**src/rtl/cpu_defs.sv**
```systemverilog
// rtl/cpu_defs.sv - shared widths, ALU op indices, memory size codes and bus layouts
package cpu_defs;

    localparam int DS_ES_W  = 158;
    localparam int ES_MS_W  = 77;
    localparam int ALU_OP_W = 19;

    localparam int ALU_ADD    = 0;
    localparam int ALU_DIV_W  = 15;
    localparam int ALU_MOD_W  = 16;
    localparam int ALU_DIV_WU = 17;
    localparam int ALU_MOD_WU = 18;

    localparam logic [1:0] MEM_SIZE_B = 2'b00;
    localparam logic [1:0] MEM_SIZE_H = 2'b01;
    localparam logic [1:0] MEM_SIZE_W = 2'b10;

    localparam int DS_PC_LSB   = 0;
    localparam int DS_OP_LSB   = 32;
    localparam int DS_SRC1_LSB = 51;
    localparam int DS_SRC2_LSB = 83;
    localparam int DS_DEST_LSB = 115;
    localparam int DS_RKD_LSB  = 125;

    localparam int ES_RESULT_LSB = 32;
    localparam int ES_DEST_LSB   = 64;
    localparam int ES_ALE        = 76;

    typedef struct packed {
        logic                mem_uns;
        logic [31:0]         rkd_value;
        logic [1:0]          mem_size;
        logic                mem_rd;
        logic                mem_we;
        logic                gr_we;
        logic [4:0]          dest;
        logic [31:0]         alu_src2;
        logic [31:0]         alu_src1;
        logic [ALU_OP_W-1:0] alu_op;
        logic [31:0]         pc;
    } ds_es_t;

    typedef struct packed {
        logic        ale;
        logic [1:0]  addr_lo;
        logic        mem_uns;
        logic [1:0]  mem_size;
        logic        mem_rd;
        logic        gr_we;
        logic [4:0]  dest;
        logic [31:0] result;
        logic [31:0] pc;
    } es_ms_t;

    function automatic logic op_is_div(input logic [ALU_OP_W-1:0] op);
        return op[ALU_DIV_W] | op[ALU_MOD_W] | op[ALU_DIV_WU] | op[ALU_MOD_WU];
    endfunction

endpackage

```
**src/rtl/store_align.sv**
```systemverilog
// rtl/store_align.sv - byte-lane write mask, replicated store data and misalignment flag
module store_align
    import cpu_defs::*;
(
    input  logic [1:0]  mem_size,
    input  logic [1:0]  addr_lo,
    input  logic [31:0] rkd,
    output logic [3:0]  we_mask,
    output logic [31:0] wdata,
    output logic        ale
);

    always_comb begin
        we_mask = 4'b0000;
        wdata   = rkd;
        ale     = 1'b0;
        case (mem_size)
            MEM_SIZE_B: begin
                we_mask = 4'b0001 << addr_lo;
                wdata   = {4{rkd[7:0]}};
            end
            MEM_SIZE_H: begin
                we_mask = addr_lo[1] ? 4'b1100 : 4'b0011;
                wdata   = {2{rkd[15:0]}};
                ale     = addr_lo[0];
            end
            MEM_SIZE_W: begin
                we_mask = 4'b1111;
                wdata   = rkd;
                ale     = (addr_lo != 2'b00);
            end
            default: begin
                we_mask = 4'b0000;
                wdata   = rkd;
                ale     = 1'b0;
            end
        endcase
    end

endmodule

```
**src/rtl/exe_stage.sv**
```systemverilog
// rtl/exe_stage.sv - LA32R execute stage: ALU drive, divide hold/drain, data-SRAM request, forwarding
module exe_stage
    import cpu_defs::*;
(
    input  logic                clk,
    input  logic                reset,
    input  logic                ds_to_es_valid,
    input  logic [DS_ES_W-1:0]  ds_to_es_bus,
    output logic                es_allowin,
    input  logic                ms_allowin,
    output logic                es_to_ms_valid,
    output logic [ES_MS_W-1:0]  es_to_ms_bus,
    input  logic                flush,
    output logic [ALU_OP_W-1:0] alu_op,
    output logic [31:0]         alu_src1,
    output logic [31:0]         alu_src2,
    output logic                exe_valid,
    input  logic [31:0]         alu_result,
    input  logic                alu_done,
    output logic                data_sram_en,
    output logic [3:0]          data_sram_we,
    output logic [31:0]         data_sram_addr,
    output logic [31:0]         data_sram_wdata,
    output logic                es_fwd_valid,
    output logic                es_fwd_blocking,
    output logic [4:0]          es_fwd_dest,
    output logic [31:0]         es_fwd_data
);

    ds_es_t      bundle;
    logic        es_valid;
    logic        div_hold;
    logic        div_drain;
    logic [31:0] div_res;

    logic        is_div;
    logic        es_ready_go;
    logic        es_leave;
    logic [31:0] es_result;
    logic [3:0]  we_mask;
    logic        ale;
    es_ms_t      ms_bundle;

    assign is_div      = op_is_div(bundle.alu_op);
    assign es_ready_go = ~is_div | alu_done | div_hold;
    assign es_result   = div_hold ? div_res : alu_result;
    assign es_allowin  = ~div_drain & (~es_valid | (es_ready_go & ms_allowin));
    assign es_leave    = es_valid & es_ready_go & ms_allowin;

    always_ff @(posedge clk) begin
        if (reset) begin
            es_valid  <= 1'b0;
            div_hold  <= 1'b0;
            div_drain <= 1'b0;
            div_res   <= 32'd0;
            bundle    <= '0;
        end else begin
            if (flush)
                es_valid <= 1'b0;
            else if (es_allowin)
                es_valid <= ds_to_es_valid;

            if (es_allowin && ds_to_es_valid)
                bundle <= ds_es_t'(ds_to_es_bus);

            // Capture a finished divide so ms back-pressure cannot lose the one-cycle result.
            if (flush || es_leave)
                div_hold <= 1'b0;
            else if (es_valid && is_div && alu_done && !div_hold) begin
                div_hold <= 1'b1;
                div_res  <= alu_result;
            end

            // A flushed in-flight divide keeps its operands presented until the divider finishes.
            if (flush && es_valid && is_div && !alu_done && !div_hold)
                div_drain <= 1'b1;
            else if (div_drain && alu_done)
                div_drain <= 1'b0;
        end
    end

    assign alu_op         = bundle.alu_op;
    assign alu_src1       = bundle.alu_src1;
    assign alu_src2       = bundle.alu_src2;
    assign exe_valid      = es_valid & ~div_hold & ~flush & ~div_drain;
    assign es_to_ms_valid = es_valid & es_ready_go & ~flush;

    store_align u_store_align (
        .mem_size (bundle.mem_size),
        .addr_lo  (alu_result[1:0]),
        .rkd      (bundle.rkd_value),
        .we_mask  (we_mask),
        .wdata    (data_sram_wdata),
        .ale      (ale)
    );

    assign data_sram_en   = es_valid & (bundle.mem_rd | bundle.mem_we) & ~ale & ms_allowin & ~flush;
    assign data_sram_we   = bundle.mem_we ? we_mask : 4'b0000;
    assign data_sram_addr = alu_result;

    always_comb begin
        ms_bundle          = '0;
        ms_bundle.ale      = ale;
        ms_bundle.addr_lo  = alu_result[1:0];
        ms_bundle.mem_uns  = bundle.mem_uns;
        ms_bundle.mem_size = bundle.mem_size;
        ms_bundle.mem_rd   = bundle.mem_rd;
        ms_bundle.gr_we    = bundle.gr_we;
        ms_bundle.dest     = bundle.dest;
        ms_bundle.result   = es_result;
        ms_bundle.pc       = bundle.pc;
    end
    assign es_to_ms_bus = ms_bundle;

    assign es_fwd_valid    = es_valid & bundle.gr_we & (bundle.dest != 5'd0);
    assign es_fwd_blocking = es_fwd_valid & (bundle.mem_rd | ~es_ready_go);
    assign es_fwd_dest     = bundle.dest;
    assign es_fwd_data     = es_result;

endmodule

```
**config.mk**
```make
export PLATFORM = sky130hd
export DESIGN_NAME = exe_stage
export DESIGN_NICKNAME = d
export VERILOG_FILES = /design/src/rtl/cpu_defs.sv /design/src/rtl/store_align.sv /design/src/rtl/exe_stage.sv
export SDC_FILE = /design/constraint.sdc
export NUM_CORES = 1
export LEC_CHECK = 0
export ABC_AREA = 1
export BUFFER_PORTS_ARGS = -buffer_cell sky130_fd_sc_hd__buf_2
export CAP_MARGIN = 20
export CORE_UTILIZATION = 25
export CTS_BUF_LIST = sky130_fd_sc_hd__clkbuf_16
export DETAILED_ROUTE_END_ITERATION = 16
export SLEW_MARGIN = 10
export SYNTH_ARGS = -nofsm -noshare
export SYNTH_HDL_FRONTEND = slang
export SYNTH_SLANG_ARGS = --single-unit
```
**constraint.sdc**
```tcl
create_clock -name clk -period 2.04 [get_ports clk]
set_input_delay 0.51 -clock clk [delete_from_list [all_inputs] [get_ports clk]]
set_output_delay 0.51 -clock clk [all_outputs]
set_load 0.05 [all_outputs]
```
=== After elaboration in Yosys (flattened, before gate mapping) ===
Index checks and enable logic that the tools add are counted.
W data, S select, Z words.

* Bits in registers: 193
* Input port bits: 196
* Output and inout bits: 271
* Word-level logic and storage cells: 76

* Eq/ne operators: 2
* Shift operators: 1
* Muxes and demuxes: 8
* Bitwise logic cells: 31
* Reduce and logical (&&, ||, !) cells: 19

{| class="wikitable"
|+ Operators by type and width
! operator !! number
|-
| $pmux W32 S2 || 1
|-
| $mux W32 || 1
|-
| $and A1 B1 Y1 || 15
|-
| $pmux W4 S3 || 1
|-
| $logic_and A1 B1 Y1 || 9
|-
| $mux W4 || 2
|-
| $not A1 Y1 || 8
|-
| $or A1 B1 Y1 || 8
|-
| $reduce_bool A5 Y1 || 1
|-
| $reduce_bool A2 Y1 || 2
|-
| $reduce_or A2 Y1 || 2
|-
| $shl A1 B2 Y4 const A || 1
|-
| $eq A2 B1 Y1 const B || 1
|-
| $eq A2 B2 Y1 const B || 1
|-
| $logic_not A1 Y1 || 2
|-
| $logic_not A2 Y1 || 1
|-
| $mux W1 || 2
|-
| $pmux W1 S2 || 1
|-
| $reduce_and A2 Y1 || 1
|-
| $logic_or A1 B1 Y1 || 1
|}

=== Logic depth before layout (Yosys ltp) ===
Gate-level depths: netlist of run 1.

* Word-level depth: 11
* Gate-level depth with buffers: 11
* Depth with buffers taken out: 9

=== Cells and area by module ===
Synthesis of run 1 repeated with hierarchy kept, for this count alone.

* Cell total of the unflattened synthesis: 1,961
* Area total of the unflattened synthesis: 12,017.8 um2

{| class="wikitable"
|+ Modules (own cells, without submodules)
! module !! times used !! cells each !! area each (um2) !! seq. area each (um2)
|-
| exe_stage || 1 || 1,837 || 11,444.7 || 3,863.7
|-
| store_align || 1 || 124 || 573.0 || 0.0
|}

=== Worst setup path after synthesis of run 1 ===
No wires, ideal clock.

* Kind: reg-to-output
* From: reg bundle, in the netlist es_to_ms_bus[72]
* To: out data_sram_wdata[18]
* Arrival: 2,386 ps
* Data required time: 1,530 ps
* Setup slack: -856 ps
* Stages on the path, launching flop included: 7
* Buffers on the path: 1
* Cells stage by stage: dfxtp_1 clkinv_1 ha_1 clkinv_1 nand2_1 clkbuf_1 o21ai_0

* Word-level cells in the longest chain between the ends: 2
* Elaborated cells on any way between the ends: 3
* Classes of those cells: eq/ne (1); mux (1); reduce/logical (1)

{| class="wikitable"
|+ Ends and longest elaborated chain
! item !! line !! text
|-
| start, declared || exe_stage.sv:30 || <nowiki>ds_es_t bundle;</nowiki>
|-
| start signal, assigned || exe_stage.sv:64 || <nowiki>bundle <= ds_es_t'(ds_to_es_bus);</nowiki>
|-
| $eq A2 B1 Y1 / $logic_not A2 Y1 (equally long branches) || store_align.sv:17 || <nowiki>case (mem_size)</nowiki>
|-
| $pmux W32 S2 (*) || store_align.sv:17 ||
|-
| end, declared || exe_stage.sv:23 || <nowiki>output logic [31:0] data_sram_wdata,</nowiki>
|}

Every way passes the cells marked *; elsewhere a longest branch is shown, timed or not.

=== Final worst setup path of run 1 ===
* From: reg bundle, in the netlist es_to_ms_bus[71]
* To: out data_sram_wdata[29]

Same word-level chain as after synthesis.

==> summary.txt, run 1 <==
Synth
  – Largest family of logic cells by synthesized area: buffers and inverters
  – Syn avg cell area: 6.13 um^2
  – Post-synth ARST share: 0
  – Synth cell count leaders: inv_1, nand2_1, nor2_1
  – Synth Area in Compound Gates: 0.0351
  – Cell taking the most area after synthesis: dfxtp_1
  – Post-synth top flop: dfxtp_1
  – Count of state elements after synthesis: 193
  – Post-Synth XOR/XNOR Area: 0
  – Synth Area in Simple Gates: 0.302
  – Proportion of synthesized area in mux cells: 0
  – Distinct cells, synth: 23
  – EDFF count, synth: 0
  – Synthesized Nets: 2,113
  – Most common cell in the netlist: inv_1
  – Synth Area in Adders: 0.00427
  – Fraction of post-synthesis cell area in the top cell type by area: 0.330
  – Synth Warn #: 0
  – Syn Inst Count: 1,913
  – Top area cells in the synthesized netlist: dfxtp_1, inv_1, nand2_1, buf_4, nand4_1
  – Mapped cell area: 0.0117 mm^2
  – Register area share after synthesis: 0.330

Clocking
  – # H-tree levels: 4
  – Clk pin slew, worst setup/hold paths: 70 ps
  – Clk Tree Root Cell: clkbuf_16
  – Worst-skew pair later-pin latency: 490 ps
  – TritonCTS Sinks: 193
  – Hold Buf Count CTS: 0
  – TritonCTS clock tree: done
  – Max Root-Sink Buffers: 2
  – Cts bufs inserted: 17

GRT
  – Global-route wire length before repair: 63,400 um
  – Pin count of the biggest net entering global routing: 63
  – Tot GR Track Use: 0.177
  – Initial antenna violation count: 19
  – Gr ovfl total: 0
  – Vias in the first global route: 10,825

Floorplan
  – FP Rows: 78
  – Die Wd: 219 um
  – I/O pin cnt: 467
  – Starting Density: 0.256
  – Die area: 0.0478 mm^2
  – Die span in y: 219 um
  – Core Footprint: 0.0458 mm^2

Routing
  – Final ANT Viol Nets: 0
  – Final WL: 43,800 um
  – Post-route DRC violation count: 0
  – DR iter-0 viols: 624
  – Drt via density: 4.18
  – Avg WL per Cell: 15.7 um
  – DR pass1 iterations: 5
  – Vias: 11,630

Place
  – Port buffer count: 466
  – Placed cells: 2,713
  – Placed Area: 0.0137 mm^2
  – Routability Congestion: 0.808
  – HPWL Detailed: 29,500 um

Setup path
  – RR Endpoint: bundle[137]
  – Worst Setup End Kind: primary output
  – Critical R2R Launch: div_hold
  – CP Max Fanout: 5
  – CP Launch Type: register
  – R2R Setup Slk: 140 ps
  – Data arrival, critical path: 1850 ps
  – Critical path data required time: 1530 ps
  – Worst Reg-to-Reg Cells: 11
  – Worst setup path end: data_sram_wdata[29]
  – CP Class: reg -> out
  – Critical path startpoint: es_to_ms_bus[71]

Power and ir drop
  – Power Dens Cells: 704 mW/mm^2
  – Lkg Pwr: 9.84 nW
  – Peak supply drop: 0.457 mV

Worst hold path
  – Worst hold path depth: 2
  – Worst min-delay path class: in -> reg

Run
  – Max-cap violations: 0

Status
  – Status: complete, but fails checks
  – Failing checks: negative setup slack

Cells and area
  – Post-layout instance area: 0.0166 mm^2
  – Share of layout cells above drive strength 1: 0.341
  – Finished Layout Cells: 2,783
  – Synth-to-layout area growth: 41.9%
  – Net count, final: 2,362
  – Layout Utilization: 0.364
  – Fill cells: 4,791

STA
  – Final WS setup: -315 ps
  – Post-route minimum period: 2360 ps
  – Slew margin rel.: 0.582
  – Total Neg Setup Slack: -9230 ps
  – Final setup fails: 71
  – Max Clock Freq: 425 MHz
  – RSZ-0062 raised after global routing: true
  – Worst-Margin Slew: 627 ps
  – Final hold violations: 0
  – Fin crit share: 1.15
  – Max-slew violation count: 0
  – Clock Skew: 11.5 ps
-- where the power goes --
group	leakage, nW	internal, W	total [W]	switching [W]
combinational	7.98	0.00139	0.00424	0.00285
sequential	1.60	0.00403	0.00417	0.000138
clock	0.261	0.00157	0.00331	0.00174
-- flip-flops by register name (all words and copies together), names as in the netlist --
register	flops
div_res	32
es_valid	1
es_to_ms_bus	37
bundle	33
alu_op	19
es_fwd_dest	5
alu_src1	32
alu_src2	32
div_drain	1
div_hold	1
-- worst max-delay path, stage by stage, from the launching register on --
cell,delay (ps)
dfxtp_2,340
inv_2,80
ha_4,190
clkinv_8,80
buf_12,150
o22ai_4,180
inv_2,80
o21ai_4,70
buf_6,180
-- cell type report --
| type | count | area, um^2 | area share |
|---|---|---|---|
| timing repair buffer | 541 | 4370 | 0.262 |
| multi-input combinational | 912 | 5170 | 0.311 |
| sequential | 193 | 3880 | 0.233 |
| clock buffer | 17 | 425 | 0.0256 |
| inverter | 497 | 1920 | 0.115 |
| tap | 600 | 751 | 0.0451 |
| clock inverter | 15 | 109 | 0.00654 |
| antenna | 8 | 20.0 | 0.00120 |
-- per-layer routing --
metal / GRT usage / routed length, um
met2: 0.295 / 20700
met3: 0.0781 / 4140
met4: 0.0760 / 1530
met1: 0.195 / 17300
met5: 0 / 143
-- placed cells by master, fill, tap and decap left out, types with 3 or more instances in the layout --
cell,count
o21ai_0,32
nand2_1,342
inv_1,478
inv_2,11
ha_4,3
a31oi_2,3
nand2_2,5
a21oi_1,3
buf_4,26
nor2_1,224
nand3_1,5
nand4_1,159
buf_16,4
clkbuf_16,17
buf_2,366
buf_6,39
inv_8,3
buf_12,40
o22ai_4,7
inv_6,7
inv_4,3
nand3_4,4
clkinvlp_4,3
buf_8,66
dfxtp_1,183
nor2_2,7
nand2_4,72
nand2_8,3
clkinv_2,3
nand3_2,3
diode_2,8
o21ai_4,24
o21ai_2,3
dfxtp_2,8
-- per-stage QoR --
step                      power (W)  hold slack (ps)  worst slack, ps
after CTS                    0.0118              162             -363
after floorplan             0.00715              454             -121
after global routing         0.0123              222             -429
after detailed placement    0.00789              473             -141
after global placement      0.00789              461             -194
final                        0.0117              248             -315
-- cells by family (layout without fill, tap and decap cells) --
logic type | Yosys count | after routing
AOI/OAI and AO/OA | 79 | 79
other | 0 | 8
adders and majority gates | 4 | 4
buffers and inverters | 809 | 1070
DFF | 193 | 193
and+or+nand+nor | 828 | 829
-- how the worst min path moves through the flow --
| stage | end | from | slack [ps] |
|---|---|---|---|
| after floorplan | div_res[31] | div_res[31] | 450 |
| after global placement | div_res[21] | div_res[21] | 460 |
| after detailed placement | div_res[6] | div_res[6] | 470 |
| after CTS | div_drain | alu_done | 160 |
| after global routing | div_drain | alu_done | 220 |
| final | div_drain | alu_done | 250 |
-- what timing repair did --
item | in CTS | in global routing
hold endpoints to repair | 0 | 0
resized for setup | 444 | 104
cloned | 8 | 0
setup buffers | 22 | 5
setup endpoints to repair | 99 | 99
pin swaps | 40 | 27
Note: power is estimated with default switching activity, not from simulation.
==> run 2, diff against run 1 <==
--- a/config.mk
+++ b/config.mk
@@ -16,2 +16,3 @@
 export SYNTH_HDL_FRONTEND = slang
+export SYNTH_HIERARCHICAL = 1
 export SYNTH_SLANG_ARGS = --single-unit
==> constraint.sdc (replaced) <==
create_clock -name clk -period 2.04 [get_ports clk]
set_input_delay 0.612 -clock clk [delete_from_list [all_inputs] [get_ports clk]]
set_output_delay 0.612 -clock clk [all_outputs]
set_load 0.05 [all_outputs]
==> summary.txt, run 2 <==
Status
  – Status: complete, but fails checks
  – Failing checks: negative setup slack

Power and ir drop
  – Power Dens Cells: 695 mW/mm^2 (-1.3%)
  – PnR Total Power: 0.0118 W (+0.52%)
  – P_int: 0.00712 W (+1.9%)
  – Seq pwr share: 0.358 (+0.002)
  – Clock network power share: 0.293 (+0.011)
  – Sw Ratio: 0.395 (-0.00827)
  – Net switching power figure: 0.00466 W (-1.5%)
  – Comb power frac: 0.349 (-0.013)
  – Lkg Pwr: 10.2 nW (+3.6%)
  – Peak supply drop: 0.493 mV (+7.9%)

GRT
  – Initial antenna violation count: 8 (-11)
  – Gr ovfl total: 0 (unchanged)
  – Vias in the first global route: 11,150 (+3.0%)
  – Pin count of the biggest net entering global routing: 90 (+43%)
  – Tot GR Track Use: 0.165 (-0.0122)
  – Global-route wire length before repair: 62,600 um (-1.3%)

Synth
  – EDFF count, synth: 0 (unchanged)
  – Mapped cell area: 0.0120 mm^2 (+2.5%)
  – Syn avg cell area: 6.13 um^2 (about the same)
  – Cell taking the most area after synthesis: dfxtp_1
  – Post-synth ARST share: 0 (unchanged)
  – Synthesized Nets: 2,162 (+2.3%)
  – Synth cell count leaders: nand2_1, inv_1, nor2_1
  – Distinct cells, synth: 25 (+8.7%)
  – Count of state elements after synthesis: 193 (unchanged)
  – Syn Inst Count: 1,961 (+2.5%)
  – Top area cells in the synthesized netlist: dfxtp_1, nand2_1, inv_1, buf_4, nand4_1
  – Most common cell in the netlist: nand2_1
  – Synth Warn #: 6 (+6)
  – Fraction of post-synthesis cell area in the top cell type by area: 0.321 (-0.00803)
  – Register area share after synthesis: 0.321 (-0.00803)
  – Post-synth top flop: dfxtp_1

Floorplan
  – Core Footprint: 0.0470 mm^2 (+2.6%)
  – Die span in y: 221 um (+1.2%)
  – Die area: 0.0490 mm^2 (+2.5%)
  – I/O pin cnt: 467 (unchanged)
  – Die Wd: 221 um (+1.2%)
  – Starting Density: 0.256 (about the same)
  – FP Rows: 79 (+1.3%)

STA
  – Max Clock Freq: 403 MHz (-5.0%)
  – Worst-Margin Slew: 601 ps (-26.4 ps)
  – RSZ-0062 raised after global routing: true
  – Final hold violations: 0 (unchanged)
  – Total Neg Setup Slack: -18,280 ps (-9050 ps)
  – Slew margin rel.: 0.599 (+0.0170)
  – Fin crit share: 1.21 (+0.0605)
  – Final setup fails: 92 (+30%)
  – Clock Skew: 10.6 ps (-0.902 ps)
  – Max-slew violation count: 0 (unchanged)
  – Final WS setup: -439 ps (-123 ps)
  – Post-route minimum period: 2480 ps (+123 ps)

Setup path
  – Critical path data required time: 1430 ps (-100 ps)
  – Data arrival, critical path: 1870 ps (+20 ps)
  – CP Launch Type: register
  – Worst Setup End Kind: primary output
  – CP Max Fanout: 8 (+3)
  – CP Class: reg -> out

Clocking
  – Hold Buf Count CTS: 0 (unchanged)
  – # H-tree levels: 4 (unchanged)
  – TritonCTS Sinks: 193 (unchanged)
  – Clk pin slew, worst setup/hold paths: 80 ps (about the same)
  – Max Root-Sink Buffers: 2 (unchanged)
  – Clk Tree Root Cell: clkbuf_16
  – Worst-skew pair later-pin latency: 490 ps (about the same)
  – Cts bufs inserted: 17 (unchanged)
  – TritonCTS clock tree: done

Place
  – Routability Congestion: 0.845 (+4.6%)
  – HPWL Detailed: 28,100 um (-4.5%)
  – Dpl ws: -207 ps (-65.8 ps)
  – Port buffer count: 466 (unchanged)
  – Placed Area: 0.0140 mm^2 (+2.1%)

Cells and area
  – Layout Utilization: 0.361 (-0.00269)
  – Post-layout instance area: 0.0169 mm^2 (+1.8%)
  – Fill cells: 4,962 (+3.6%)
  – Net count, final: 2,439 (+3.3%)
  – Largest register FFs: 37 (unchanged)
  – Synth-to-layout area growth: 41.0%
  – Share of layout cells above drive strength 1: 0.347 (+0.00581)
  – Commonest non-fill, non-tap cell in the layout: inv_1
  – Storage cell area: 0.00389 mm^2 (+0.32%)
  – Commonest non-fill, non-tap cells in the layout: inv_1, nand2_1, buf_2
  – Multi-input combinational cell area: 0.00528 mm^2 (+2.1%)

Routing
  – Vias: 12,076 (+3.8%)
  – Post-route DRC violation count: 0 (unchanged)
  – Avg WL per Cell: 14.5 um (-7.7%)
  – Final ANT Viol Nets: 0 (unchanged)
  – DR iter-0 viols: 815 (+31%)
  – Drt via density: 4.22 (+0.93%)
  – Final WL: 41,600 um (-5.1%)
  – DR pass1 iterations: 5 (unchanged)

Worst hold path
  – Worst min-delay path class: in -> reg

Run
  – Max-cap violations: 0 (unchanged)
run 2: changes by cell type in the layout (fill, tap and decap cells not counted), moves of 5 or more:
cell / previous run / this run
o22ai_4: 7 / 0
buf_8: 66 / 72
o21ai_4: 24 / 0
nand2_2: 5 / 12
a21oi_2: 0 / 5
nand2_4: 72 / 111
buf_4: 26 / 53
nor2_2: 7 / 2
nand2_1: 342 / 386
buf_12: 40 / 34
run 2: power groups by stage:
stage               Combinational [W]  Sequential, W  Clock, W
floorplan                     0.00290        0.00423         0
global placement              0.00354        0.00428         0
detailed placement            0.00353        0.00429         0
CTS                           0.00398        0.00420   0.00357
global route                  0.00440        0.00424   0.00371
finish                        0.00411        0.00421   0.00345
run 2: final cells by class:
cell class                 instances  area share
antenna                            5    0.000738
multi-input combinational        966       0.312
tap                              607      0.0448
inverter                         490       0.110
sequential                       193       0.230
timing repair buffer             570       0.269
clock inverter                    15     0.00879
clock buffer                      17      0.0251
run 2: what timing repair did:
action | CTS | global route
cloned | 6 | 1
pin swaps | 41 | 49
setup endpoints to repair | 99 | 100
resized for setup | 422 | 138
setup buffers | 25 | 4
run 2: through the flow:
stage / hold WS (ps) / cells
6_report: 343 / 2863
5_1_grt: 320 / 2862
4_1_cts: 306 / 2858
3_5_place_dp: 473 / 2797
3_3_place_gp: 463 / 2797
2_1_floorplan: 454 / 1961
run 2: cells by family (layout without fill, tap and decap cells):
logic type | after synthesis | after routing | share of synthesized area
fa+ha+maj | 5 | 5 | 0.00521
buf+inv | 802 | 1092 | 0.332
other cells | 0 | 5 | 0
compound gates | 47 | 47 | 0.0197
flops | 193 | 193 | 0.321
simple gates | 914 | 914 | 0.322
run 2: final timing paths:
path	from	endpoint	slack [ps]	cells after the start
setup / recovery	es_to_ms_bus[72]	data_sram_wdata[12]	-440	9
setup reg to reg	alu_op[15]	alu_src2[19]	220	11
hold / removal	reset	div_drain	340	2
hold reg to reg	alu_src2[1]	alu_src2[1]	510	4
run 2: worst max-delay path, stage by stage (launching register included):
cell,delay [ps]
dfxtp_4,380
inv_6,50
ha_4,170
buf_8,130
buf_12,130
nand2_1,50
nand2_1,130
nand2_8,130
nand2_4,50
buf_12,140
run 2: metal layers:
| layer | global-route usage | part of all wire |
|---|---|---|
| met4 | 0.0848 | 0.042 |
| met1 | 0.188 | 0.40 |
| met2 | 0.277 | 0.48 |
| met5 | 0 | 0.0011 |
| met3 | 0.0518 | 0.074 |
==> run 3, diff against run 2 <==
CORE_ASPECT_RATIO = 1.1   (was default)
GPL_ROUTABILITY_DRIVEN = 0   (was default)
==> summary.txt, run 3 (same netlist as run 2, synthesis figures left out) <==
Status
  – Failing checks: negative setup slack
  – Status: complete, but fails checks

Floorplan
  – Die area: 0.0490 mm^2 (about the same)
  – Die Wd: 211 um (-4.6%)
  – Starting Density: 0.255 (-0.000504)
  – Die span in y: 232 um (+4.8%)
  – Core Footprint: 0.0470 mm^2 (+0.20%)
  – I/O pin cnt: 467 (unchanged)
  – FP Rows: 83 (+5.1%)

Clocking
  – Worst-skew pair later-pin latency: 490 ps (about the same)
  – TritonCTS Sinks: 193 (unchanged)
  – Clk pin slew, worst setup/hold paths: 80 ps (about the same)
  – Clk Tree Root Cell: clkbuf_16
  – TritonCTS clock tree: done
  – Cts bufs inserted: 17 (unchanged)
  – # H-tree levels: 4 (unchanged)
  – Max Root-Sink Buffers: 2 (unchanged)

Setup path
  – Critical path data required time: 1430 ps (about the same)
  – Data arrival, critical path: 1830 ps (-40 ps)
  – CP Launch Type: register
  – Worst Reg-to-Reg Cells: 12 (+1)
  – CP Class: reg -> out
  – Critical R2R Launch: alu_op[15]
  – Worst Setup End Kind: primary output
  – RR Endpoint: alu_src2[19]
  – R2R Setup Slk: 160 ps (-60 ps)
  – CP Max Fanout: 6 (-2)

Place
  – Port buffer count: 466 (unchanged)
  – HPWL Detailed: 28,400 um (+1.0%)
  – Placed Area: 0.0141 mm^2 (+0.37%)

Routing
  – Drt via density: 4.14 (-1.8%)
  – Avg WL per Cell: 14.6 um (+0.73%)
  – Vias: 11,957 (-0.99%)
  – Post-route DRC violation count: 0 (unchanged)
  – Final WL: 42,300 um (+1.6%)
  – Final ANT Viol Nets: 0 (unchanged)
  – DR iter-0 viols: 755 (-7.4%)
  – DR pass1 iterations: 7 (+2)

STA
  – Final hold violations: 0 (unchanged)
  – Max-slew violation count: 0 (unchanged)
  – Clock Skew: 14.7 ps (+4.06 ps)
  – Post-route minimum period: 2440 ps (-33.7 ps)
  – Slew margin rel.: 0.608 (+0.00959)
  – Final setup fails: 99 (+7.6%)
  – Worst-Margin Slew: 587 ps (-14.4 ps)
  – Final WS setup: -405 ps (+33.7 ps)
  – RSZ-0062 raised after global routing: true
  – Max Clock Freq: 409 MHz (+1.4%)
  – Total Neg Setup Slack: -18,360 ps (-85.7 ps)
  – Fin crit share: 1.20 (-0.0165)

Cells and area
  – Multi-input combinational cell area: 0.00521 mm^2 (-1.4%)
  – Synth-to-layout area growth: 40.2%
  – Commonest non-fill, non-tap cell in the layout: inv_1
  – Share of layout cells above drive strength 1: 0.344 (-0.00339)
  – Net count, final: 2,435 (-0.16%)
  – Post-layout instance area: 0.0168 mm^2 (-0.58%)
  – Storage cell area: 0.00389 mm^2 (about the same)
  – Commonest non-fill, non-tap cells in the layout: inv_1, nand2_1, buf_2
  – Fill cells: 4,977 (+0.30%)
  – Largest register FFs: 37 (unchanged)

GRT
  – Tot GR Track Use: 0.166 (+0.000350)
  – Global-route wire length before repair: 61,300 um (-2.1%)
  – Gr ovfl total: 0 (unchanged)
  – Pin count of the biggest net entering global routing: 73 (-19%)
  – Initial antenna violation count: 12 (+4)
  – Vias in the first global route: 10,694 (-4.1%)

Power and ir drop
  – Peak supply drop: 0.589 mV (+19%)
  – Power Dens Cells: 693 mW/mm^2 (-0.22%)
  – Lkg Pwr: 10.1 nW (-0.80%)

Run
  – Max-cap violations: 0 (unchanged)

Worst hold path
  – Beginning of the worst hold path: reset
  – Hold EP: div_drain
  – Worst min-delay path class: in -> reg
  – Worst hold path depth: 2 (unchanged)
## run 3: changes by cell type in the layout (fill, tap and decap cells not counted), moves of 3 or more
cell     before  now
inv_2         8   11
nand2_1     386  389
nand2_2      12   23
buf_6        43   38
nand2_4     111   96
## run 3: worst max path at each step
stage | start | end | cells past startpoint
floorplan | es_to_ms_bus[72] | data_sram_wdata[16] | 5
global placement | alu_result[0] | data_sram_en | 5
detailed placement | alu_result[0] | data_sram_en | 5
CTS | es_to_ms_bus[72] | data_sram_en | 6
global route | es_to_ms_bus[72] | data_sram_wdata[24] | 8
finish | es_to_ms_bus[72] | data_sram_wdata[8] | 8
## run 3: where the power goes
part	internal [W]	switching [W]	leakage, nW
logic	0.00134	0.00272	8.24
registers	0.00403	0.000178	1.60
clock network	0.00167	0.00175	0.278
total	0.00703	0.00465	10.1
## run 3: worst max-delay path, cell delays in order (launching register included)
cell     delay (ps)
dfxtp_4         390
inv_6            60
ha_4            190
nor2_4          160
inv_2            90
buf_12          150
nand2_2          90
nand2_2          60
buf_6           150
## run 3: area by class of cell
cell class / instances / share of cell area
antenna: 4 / 0.000594
clock buffer: 18 / 0.0267
clock inverter: 14 / 0.00683
inverter: 490 / 0.111
multi-input combinational: 966 / 0.309
sequential: 193 / 0.231
tap: 637 / 0.0473
timing repair buffer: 566 / 0.267
## run 3: layer usage
layer | up-vias | wire length [um] | GRT usage | share of wire
met1 | 5260 | 16500 | 0.181 | 0.39
li1 | 6066 | - | - | -
met4 | 12 | 1550 | 0.0833 | 0.037
met3 | 107 | 3580 | 0.0592 | 0.085
met2 | 512 | 20600 | 0.282 | 0.49
met5 | - | 69 | 0 | 0.0016
## run 3: per-stage QoR
stage          instances  hold slack (ps)   util  setup WS, ps  power [W]
2_1_floorplan       1961              454      -          -214    0.00713
3_3_place_gp        2831              462  0.300          -120    0.00782
3_5_place_dp        2831              472  0.300          -107    0.00783
4_1_cts             2884              338  0.352          -450     0.0118
5_1_grt             2886              350  0.358          -484     0.0123
6_report            2888              378  0.358          -405     0.0117
## run 3: timing repair
action,CTS,global route
endpoints found under the setup margin,99,99
endpoints found under the hold margin,0,0
pin swaps,38,33
gates cloned,5,1
gates resized for setup,463,86
hold buffers,0,0
setup buffers,16,4
